## config.mk

```make
export PLATFORM = sky130hd
export DESIGN_NAME = dbg_cmd_master
export DESIGN_NICKNAME = d
export VERILOG_FILES = /design/src/rtl/dbg_cmd_master.sv
export SDC_FILE = /design/constraint.sdc
export NUM_CORES = 1
export LEC_CHECK = 0
export BUFFER_PORTS_ARGS = -buffer_cell sky130_fd_sc_hd__buf_2
export CAP_MARGIN = 20
export CORE_UTILIZATION = 50
export DETAILED_ROUTE_END_ITERATION = 6
export HOLD_SLACK_MARGIN = 0.05
export PLACE_DENSITY = 0.83
export SLEW_MARGIN = 25
export SYNTH_ARGS = -nofsm -noshare
export SYNTH_HDL_FRONTEND = slang
export SYNTH_SLANG_ARGS = --single-unit
```

## constraint.sdc

```tcl
create_clock -name debug_clock_i -period 4.2 [get_ports debug_clock_i]
set_clock_uncertainty 0.15 [all_clocks]
set_input_delay 0.84 -clock debug_clock_i [delete_from_list [all_inputs] [get_ports debug_clock_i]]
set_output_delay 0.84 -clock debug_clock_i [all_outputs]
set_load 0.05 [all_outputs]
```

## src/rtl/dbg_cmd_master.sv

```systemverilog
`timescale 1ns/1ps
`default_nettype none
// ============================================================================
// Module   : dbg_cmd_master
// Purpose  : Host-side command master for the debug register slave. Takes
//            framed byte commands from a host byte stream, issues a single
//            TileLink-UL PutFullData or Get on the A channel, waits for the
//            D response and returns a status byte (plus read data) to the
//            host. Only one transaction is in flight at any time.
// Ports    : debug_clock_i / debug_resetn_i      clock, async active-low reset
//            host_rx_*                           command byte stream in
//            host_tx_*                           response byte stream out
//            debug_a_*                           TL-UL A channel (request)
//            debug_d_*                           TL-UL D channel (response)
//            busy_o                              high whenever not idle
// Revision : 1.0 - initial release
// ============================================================================
module dbg_cmd_master #(
  parameter int unsigned TL_RS     = 4,
  parameter int unsigned SOURCE_ID = 0
) (
  input  logic             debug_clock_i,
  input  logic             debug_resetn_i,
  input  logic [7:0]       host_rx_data,
  input  logic             host_rx_valid,
  output logic             host_rx_ready,
  output logic [7:0]       host_tx_data,
  output logic             host_tx_valid,
  input  logic             host_tx_ready,
  output logic [2:0]       debug_a_opcode,
  output logic [2:0]       debug_a_param,
  output logic [3:0]       debug_a_size,
  output logic [TL_RS-1:0] debug_a_source,
  output logic [4:0]       debug_a_address,
  output logic [3:0]       debug_a_mask,
  output logic [31:0]      debug_a_data,
  output logic             debug_a_corrupt,
  output logic             debug_a_valid,
  input  logic             debug_a_ready,
  input  logic [2:0]       debug_d_opcode,
  input  logic [1:0]       debug_d_param,
  input  logic [3:0]       debug_d_size,
  input  logic [TL_RS-1:0] debug_d_source,
  input  logic             debug_d_denied,
  input  logic [31:0]      debug_d_data,
  input  logic             debug_d_corrupt,
  input  logic             debug_d_valid,
  output logic             debug_d_ready,
  output logic             busy_o
);

  localparam logic [2:0] OP_PUT_FULL = 3'd0;
  localparam logic [2:0] OP_GET      = 3'd4;
  localparam logic [3:0] SIZE_WORD   = 4'd2;
  localparam logic [7:0] ST_OK       = 8'hA5;
  localparam logic [7:0] ST_ERR      = 8'hE5;
  localparam logic [7:0] ST_BADCMD   = 8'hEE;

  typedef enum logic [2:0] {
    S_IDLE = 3'd0,
    S_DATA = 3'd1,
    S_REQ  = 3'd2,
    S_RESP = 3'd3,
    S_TX   = 3'd4
  } state_t;

  state_t      state;
  logic [1:0]  byte_cnt;   // write data bytes already received
  logic        is_read;    // current command returns read data
  logic [31:0] rdata;      // captured D data, shifted out LSB first
  logic [2:0]  tx_left;    // response bytes still to send after the current one

  // D-channel header fields carry nothing this block needs.
  logic unused_d_fields;
  assign unused_d_fields = ^{debug_d_opcode, debug_d_param, debug_d_size, debug_d_source};

  assign debug_a_param   = 3'd0;
  assign debug_a_corrupt = 1'b0;

  always_ff @(posedge debug_clock_i or negedge debug_resetn_i) begin
    if (!debug_resetn_i) begin
      state           <= S_IDLE;
      host_rx_ready   <= 1'b0;
      host_tx_valid   <= 1'b0;
      host_tx_data    <= 8'd0;
      debug_a_valid   <= 1'b0;
      debug_a_opcode  <= 3'd0;
      debug_a_size    <= 4'd0;
      debug_a_source  <= '0;
      debug_a_address <= 5'd0;
      debug_a_mask    <= 4'd0;
      debug_a_data    <= 32'd0;
      debug_d_ready   <= 1'b0;
      busy_o          <= 1'b0;
      byte_cnt        <= 2'd0;
      is_read         <= 1'b0;
      rdata           <= 32'd0;
      tx_left         <= 3'd0;
    end else begin
      case (state)
        S_IDLE: begin
          // Ready comes up one edge after reset release or TX completion.
          host_rx_ready <= 1'b1;
          if (host_rx_ready && host_rx_valid) begin
            case (host_rx_data[7:6])
              2'b00: begin
                state           <= S_DATA;
                byte_cnt        <= 2'd0;
                is_read         <= 1'b0;
                busy_o          <= 1'b1;
                debug_a_address <= host_rx_data[4:0];
                debug_a_opcode  <= OP_PUT_FULL;
              end
              2'b01: begin
                state           <= S_REQ;
                is_read         <= 1'b1;
                busy_o          <= 1'b1;
                host_rx_ready   <= 1'b0;
                debug_a_valid   <= 1'b1;
                debug_a_address <= host_rx_data[4:0];
                debug_a_opcode  <= OP_GET;
                debug_a_data    <= 32'd0;
                debug_a_size    <= SIZE_WORD;
                debug_a_mask    <= 4'hF;
                debug_a_source  <= TL_RS'(SOURCE_ID);
              end
              default: begin
                // Reserved command: answer with an error byte, no bus access.
                state         <= S_TX;
                is_read       <= 1'b0;
                busy_o        <= 1'b1;
                host_rx_ready <= 1'b0;
                host_tx_valid <= 1'b1;
                host_tx_data  <= ST_BADCMD;
                tx_left       <= 3'd0;
              end
            endcase
          end
        end

        S_DATA: begin
          if (host_rx_valid) begin
            // Little-endian: after four shifts the first byte sits in [7:0].
            debug_a_data <= {host_rx_data, debug_a_data[31:8]};
            byte_cnt     <= byte_cnt + 2'd1;
            if (byte_cnt == 2'd3) begin
              state          <= S_REQ;
              host_rx_ready  <= 1'b0;
              debug_a_valid  <= 1'b1;
              debug_a_size   <= SIZE_WORD;
              debug_a_mask   <= 4'hF;
              debug_a_source <= TL_RS'(SOURCE_ID);
            end
          end
        end

        S_REQ: begin
          if (debug_a_ready) begin
            state         <= S_RESP;
            debug_a_valid <= 1'b0;
            debug_d_ready <= 1'b1;
          end
        end

        S_RESP: begin
          if (debug_d_valid) begin
            state         <= S_TX;
            debug_d_ready <= 1'b0;
            rdata         <= debug_d_data;
            host_tx_valid <= 1'b1;
            host_tx_data  <= (debug_d_denied || debug_d_corrupt) ? ST_ERR : ST_OK;
            tx_left       <= is_read ? 3'd4 : 3'd0;
          end
        end

        S_TX: begin
          if (host_tx_ready) begin
            if (tx_left == 3'd0) begin
              state         <= S_IDLE;
              host_tx_valid <= 1'b0;
              host_rx_ready <= 1'b1;
              busy_o        <= 1'b0;
            end else begin
              host_tx_data <= rdata[7:0];
              rdata        <= {8'd0, rdata[31:8]};
              tx_left      <= tx_left - 3'd1;
            end
          end
        end

        default: state <= S_IDLE;
      endcase
    end
  end

endmodule
`default_nettype wire

```

### Word-level counts from Yosys, hierarchy flattened

Index checks and enable logic that the tools add are counted.

| storage, ports and cells | value |
|---|---|
| RAM bits | 0 |
| ROM bits | 0 |
| output and inout port bits | 69 |
| memories | 0 |
| latch bits | 0 |
| word-level logic and storage cells | 140 |
| register bits | 106 |
| input bits | 61 |

| cells by class | value |
|---|---|
| add/sub/neg operators | 2 |
| eq/ne operators | 17 |
| mux-type cells | 76 |
| magnitude comparators | 0 |
| shift operators | 0 |
| $mul | 0 |
| divide/modulo/power cells | 0 |
| bitwise gates (word level) | 0 |
| reductions and logical operators | 28 |

Operator list:

| cell | count |
|---|---|
| $mux W32 | 6 |
| $pmux W32 S2 | 2 |
| $mux W4 | 12 |
| $mux W8 | 5 |
| $mux W3 | 13 |
| $pmux W4 S2 | 3 |
| $pmux W8 S3 | 1 |
| $mux W1 | 20 |
| $ne A2 B2 Y1 const B | 9 |
| $reduce_and A6 Y1 | 3 |
| $reduce_and A4 Y1 | 4 |
| $pmux W3 S5 | 1 |
| $pmux W3 S2 | 2 |
| $reduce_and A5 Y1 | 2 |
| $reduce_bool A2 Y1 | 5 |
| $pmux W1 S3 | 3 |
| $pmux W3 S3 | 1 |
| $reduce_and A3 Y1 | 3 |
| $reduce_bool A3 Y1 | 3 |
| $mux W7 | 1 |
| $reduce_and A7 Y1 | 1 |
| $eq A3 B2 Y1 const B | 2 |
| $logic_not A3 Y1 | 2 |
| $mux W2 | 3 |
| 14 further kinds | 16 |

### Logic depth before layout (Yosys ltp)

| depth | value |
|---|---|
| depth after elaboration | 5 |
| gate-level depth with buffers | 8 |

### Least setup slack after synthesis

Ideal clock, no wire load.

| timing | value |
|---|---|
| path kind | input port to flip-flop |
| start point | in host_rx_valid |
| end point | reg host_tx_data[0] |
| stages on the path | 5 |
| slack | 2074 ps |
| required time | 3925 ps |
| data arrival time | 1851 ps |
| library setup time | 125 ps |
| cells stage by stage | and4bb_4 -> a211oi_2 -> o21ba_2 -> buf_6 -> mux2_4 |

| between the ends | value |
|---|---|
| longest elaborated chain between the ends | 3 |

RTL lines:

| element | RTL line | source |
|---|---|---|
| from (decl) | 25 | `input logic host_rx_valid,` |
| $logic_and A1 B1 Y1 | 104 | `if (host_rx_ready && host_rx_valid) begin` |
| $ne A2 B2 Y1 (no line) | n/a |  |
| $reduce_and A6 Y1 (no line) | n/a |  |
| to (signal assigned) | 171 | `host_tx_data <= (debug_d_denied \|\| debug_d_corrupt) ? ST_ERR : ST_OK;` |
| to (signal assigned) | 184 | `host_tx_data <= rdata[7:0];` |
| to (decl) | 27 | `output logic [7:0] host_tx_data,` |

No other way between the ends.
A chain may end at the register's enable or synchronous reset.

### Final worst setup path

| timing | value |
|---|---|
| start point | reg state[0] |
| end point | reg tx_left[2] |

| between the ends | value |
|---|---|
| longest elaborated chain between the ends | 3 |
| elaborated cells between the ends (all ways) | 11 |
| classes of those cells | eq/ne: 7; mux: 1; reduce/logical: 3 |

RTL lines:

| element | RTL line | source |
|---|---|---|
| from (decl) | 67 | `state_t state;` |
| from (signal assigned) | 82 | `state <= S_IDLE;` |
| from (signal assigned) | 107 | `state <= S_DATA;` |
| from (signal assigned) | 115 | `state <= S_REQ;` |
| $eq A3 B3 Y1, or another cell as far along | 100 | `case (state)` |
| $ne A2 B2 Y1 (no line) or $reduce_bool A3 Y1 (tied branches) | n/a |  |
| $reduce_and A6 Y1 (no line) | n/a |  |
| to (signal assigned) | 172 | `tx_left <= is_read ? 3'd4 : 3'd0;` |
| to (signal assigned) | 186 | `tx_left <= tx_left - 3'd1;` |
| to (decl) | 71 | `logic [2:0] tx_left;` |

Parallel ways exist; a longest one is shown, timed or not.

==> metrics.md <==
| Metric | Value |
|---|---|
| Post-CTS setup buffers | 0 |
| 1st-iter DRT viols | ~190 |
| Max Used Layer | met4 |
| Area leader, netlist | dfrtp_1 |
| Cell area after synthesis | slightly below 4000 um^2 |
| Setup_tns | 0 ns |
| CP max stage delay | 0.72 ns |
| Vias post-DR | just under 3000 |
| Skew-Pair Late Insertion Delay | 0.35 ns |
| Post-synth top cells | dfrtp_1, a22o_1, inv_1, nand2_1 |
| Yosys top cell area share | 0.585 |
| R2r setup slk | 1.61 ns |
| Final WL | 8200 um |
| Crit-path cells | and4b_1 > a211oi_2 > o21ba_2 > mux2_2 |
| Sequential fraction of the synthesis area | 0.585 |
| Met2 WL post-DR | a little under 4000 um |
| RR Startpoint | state[0] |
| Total I/O pin count | 130 |
| Power, Total | 4.11 mW |
| Hold-fix buffers, CTS | 0 |
| Area Growth Syn to Fin | 18.0% |
| CTS resizes | 0 |
| Rows | 32 |
| Post-synth EDFFs | 0 |
| Die W | 91.2 um |
| DRT met1 WL | 3820 um |
| Largest net degree at the start of global routing | 80 |
| Crit-path max FO | 21 |
| Status | finished, final reports clean |
| Remaining routing DRC violations | 0 |
| Port buffer count | 103 |
| Final period utilization | 0.618 |
| Max frequency | between 300 and 400 MHz |
| Num CTS Buffers | 9 |
| Fraction of registers with async set/reset | 1.00 |
| Slowest-stage cell, CP | dfrtp_1 |
| Post-DP HPWL | approximately 5600 um |
| DR WL met3 | roughly 350 um |
| WL/cell | 14.8 um |
| Final setup viols | 0 |
| Hold Path Class | input port to asynchronous set/reset pin |
| # Max-Cap Violations | 0 |
| Max Slew Vio Count | 0 |
| Full die area | 8310 um^2 |
| Worst-path clk slew | about 0.090 ns |
| #FFs+latches synth | 93 |
| R2R cell count | 4 |
| Fin. Hold Viols | 0 |
| DIE HEIGHT | 91.2 um |
| Final nets | 511 |
| First-pass GRT wire length | 13600 um |
| Vias in the first global route | between 2000 and 3000 |
| WS Path Type | register to register |
| P_leak | 2.37 nW |
| Clock Tree Root | clkbuf_8 |
| Core ar. | 7730 um^2 |
| Worst slew margin | 0.521 |
| DR vias/cell | 5.32 |
| P per Cell Area | 877 nW/um^2 |
| Cell Area, Placed | 4480 um^2 |
| Syn avg cell area | around 11 um^2 |
| WP buf/inv | 0 |
| Tot GR Track Use | 0.209 |
| Initial antenna violation count | 0 |
| Distinct cells, synth | 42 |
| Antenna diodes | 0 |
| GP Congestion | 0.788 |
| Finished Cell Area | 4690 um^2 |
| Crit end category | register |
| Worst Setup Start Kind | register |
| Final worst setup slack | approximately 1.6 ns |
| Minimum clock period | 2.59 ns |
| H-tree depth | 3 |
| Initial Utilization | 0.514 |
| WP data required | approximately 4.3 ns |
| First-pass DRT Iterations | 4 |
| Final core utilization | 0.607 |
| RR Endpoint | tx_left[2] |
| Worst-Margin Slew | between 0.7 and 0.8 ns |
| Cell with the most instances after synthesis | dfrtp_1 |
| Place WS | between 1 and 1.5 ns |
| Post-DRT Antenna Nets | 0 |
| Layout fillers | 664 |
| Mapped Cells | between 300 and 400 |
| Clock tree buffer depth | 2 |
| CTS sink cnt | 93 |
| Warnings, synthesis | 0 |
| Peak supply drop | 0.484 mV |
| Share of layout cells above drive strength 1 | 0.314 |
| CTS tree | yes |
| Critical path arrival | about 2.7 ns |
| CP top delay family | flip-flops |
| Total gr overflow | 0 |
| Top FF cell, synth | dfrtp_1 |
| Dominant cells by area after synthesis | dfrtp_1, a22o_1, o22ai_1 |
| Unrepaired setup endpoints after global routing | no |
## layout by cell type, fill, tap and decap left out, types with 3 or more instances in the layout
| cell type | synthesis | final |
|---|---|---|
| buf_2 | 5 | 102 |
| dfrtp_1 | 93 | 93 |
| a22o_1 | 34 | 34 |
| inv_1 | 32 | 32 |
| nand2_1 | 29 | 28 |
| o22ai_1 | 27 | 27 |
| a21oi_1 | 27 | 27 |
| conb_1 | 1 | 13 |
| o21ai_0 | 10 | 10 |
| nand3_1 | 10 | 9 |
| clkbuf_8 | 0 | 9 |
| mux2_2 | 8 | 8 |
| nor2_1 | 7 | 7 |
| nor2b_1 | 3 | 3 |
| o211ai_1 | 3 | 3 |
| o22a_1 | 3 | 3 |
| ha_1 | 3 | 3 |
| clkinvlp_4 | 0 | 3 |
| buf_4 | 17 | 3 |
## where the power goes
part / internal (mW) / total, mW / switching [mW] / leakage (nW)
combinational: 0.574 / 1.92 / 1.35 / 1.15
sequential: 1.30 / 1.60 / 0.301 / 1.12
clock: 0.277 / 0.595 / 0.318 / 0.0918
## state kept, by name, indices dropped and copies added (netlist names)
signal and cells:
debug_d_ready 1, debug_a_valid 1, busy_o 1, byte_cnt 2, tx_left 3, is_read 1
state 3, debug_a_data 32, debug_a_opcode 1, host_tx_data 8, debug_a_mask 1, host_tx_valid 1
rdata 32, debug_a_address 5, host_rx_ready 1
## cell type report
class / count / area (um^2) / area share
clock buffer: 9 / 124 / 0.0264
clock inverter: 7 / 75.1 / 0.0160
inverter: 32 / 120 / 0.0256
multi-input combinational: 205 / 1370 / 0.292
sequential: 93 / 2330 / 0.496
tap: 102 / 128 / 0.0272
timing repair buffer: 106 / 544 / 0.116
## per-stage QoR
step	instances	hold WS, ns
5_1_grt	554	0.368
2_1_floorplan	369	0.317
4_1_cts	554	0.346
6_report	554	0.350
3_5_place_dp	538	0.326
3_3_place_gp	538	0.318
## cell families after synthesis
logic type / after synthesis / share of synthesized area
and+or+nand+nor: 63 / 0.0812
other: 1 / 0.000943
AOI/OAI and AO/OA: 114 / 0.199
buffers and inverters: 71 / 0.0884
adders and majority gates: 3 / 0.00944
DFF: 93 / 0.585
muxes: 12 / 0.0353
## metal layers
| layer | up-vias | track usage |
|---|---|---|
| li1 | 1419 | - |
| met1 | 1430 | 0.296 |
| met2 | 87 | 0.316 |
| met3 | 13 | 0.0536 |
| met4 | 0 | 0.0675 |
| met5 | - | 0 |
## worst max path at each step
stage / start / end / slack, ns / cells past startpoint
floorplan: host_rx_valid / host_tx_data[0] / 2.07 / 5
finish: state[0] / tx_left[2] / 1.61 / 4
global placement: host_tx_ready / rdata[6] / 1.43 / 5
global route: state[0] / tx_left[2] / 1.47 / 4
detailed placement: debug_d_valid / tx_left[2] / 1.49 / 5
CTS: state[0] / tx_left[2] / 1.66 / 4
Power figures use the tool's default switching activity.
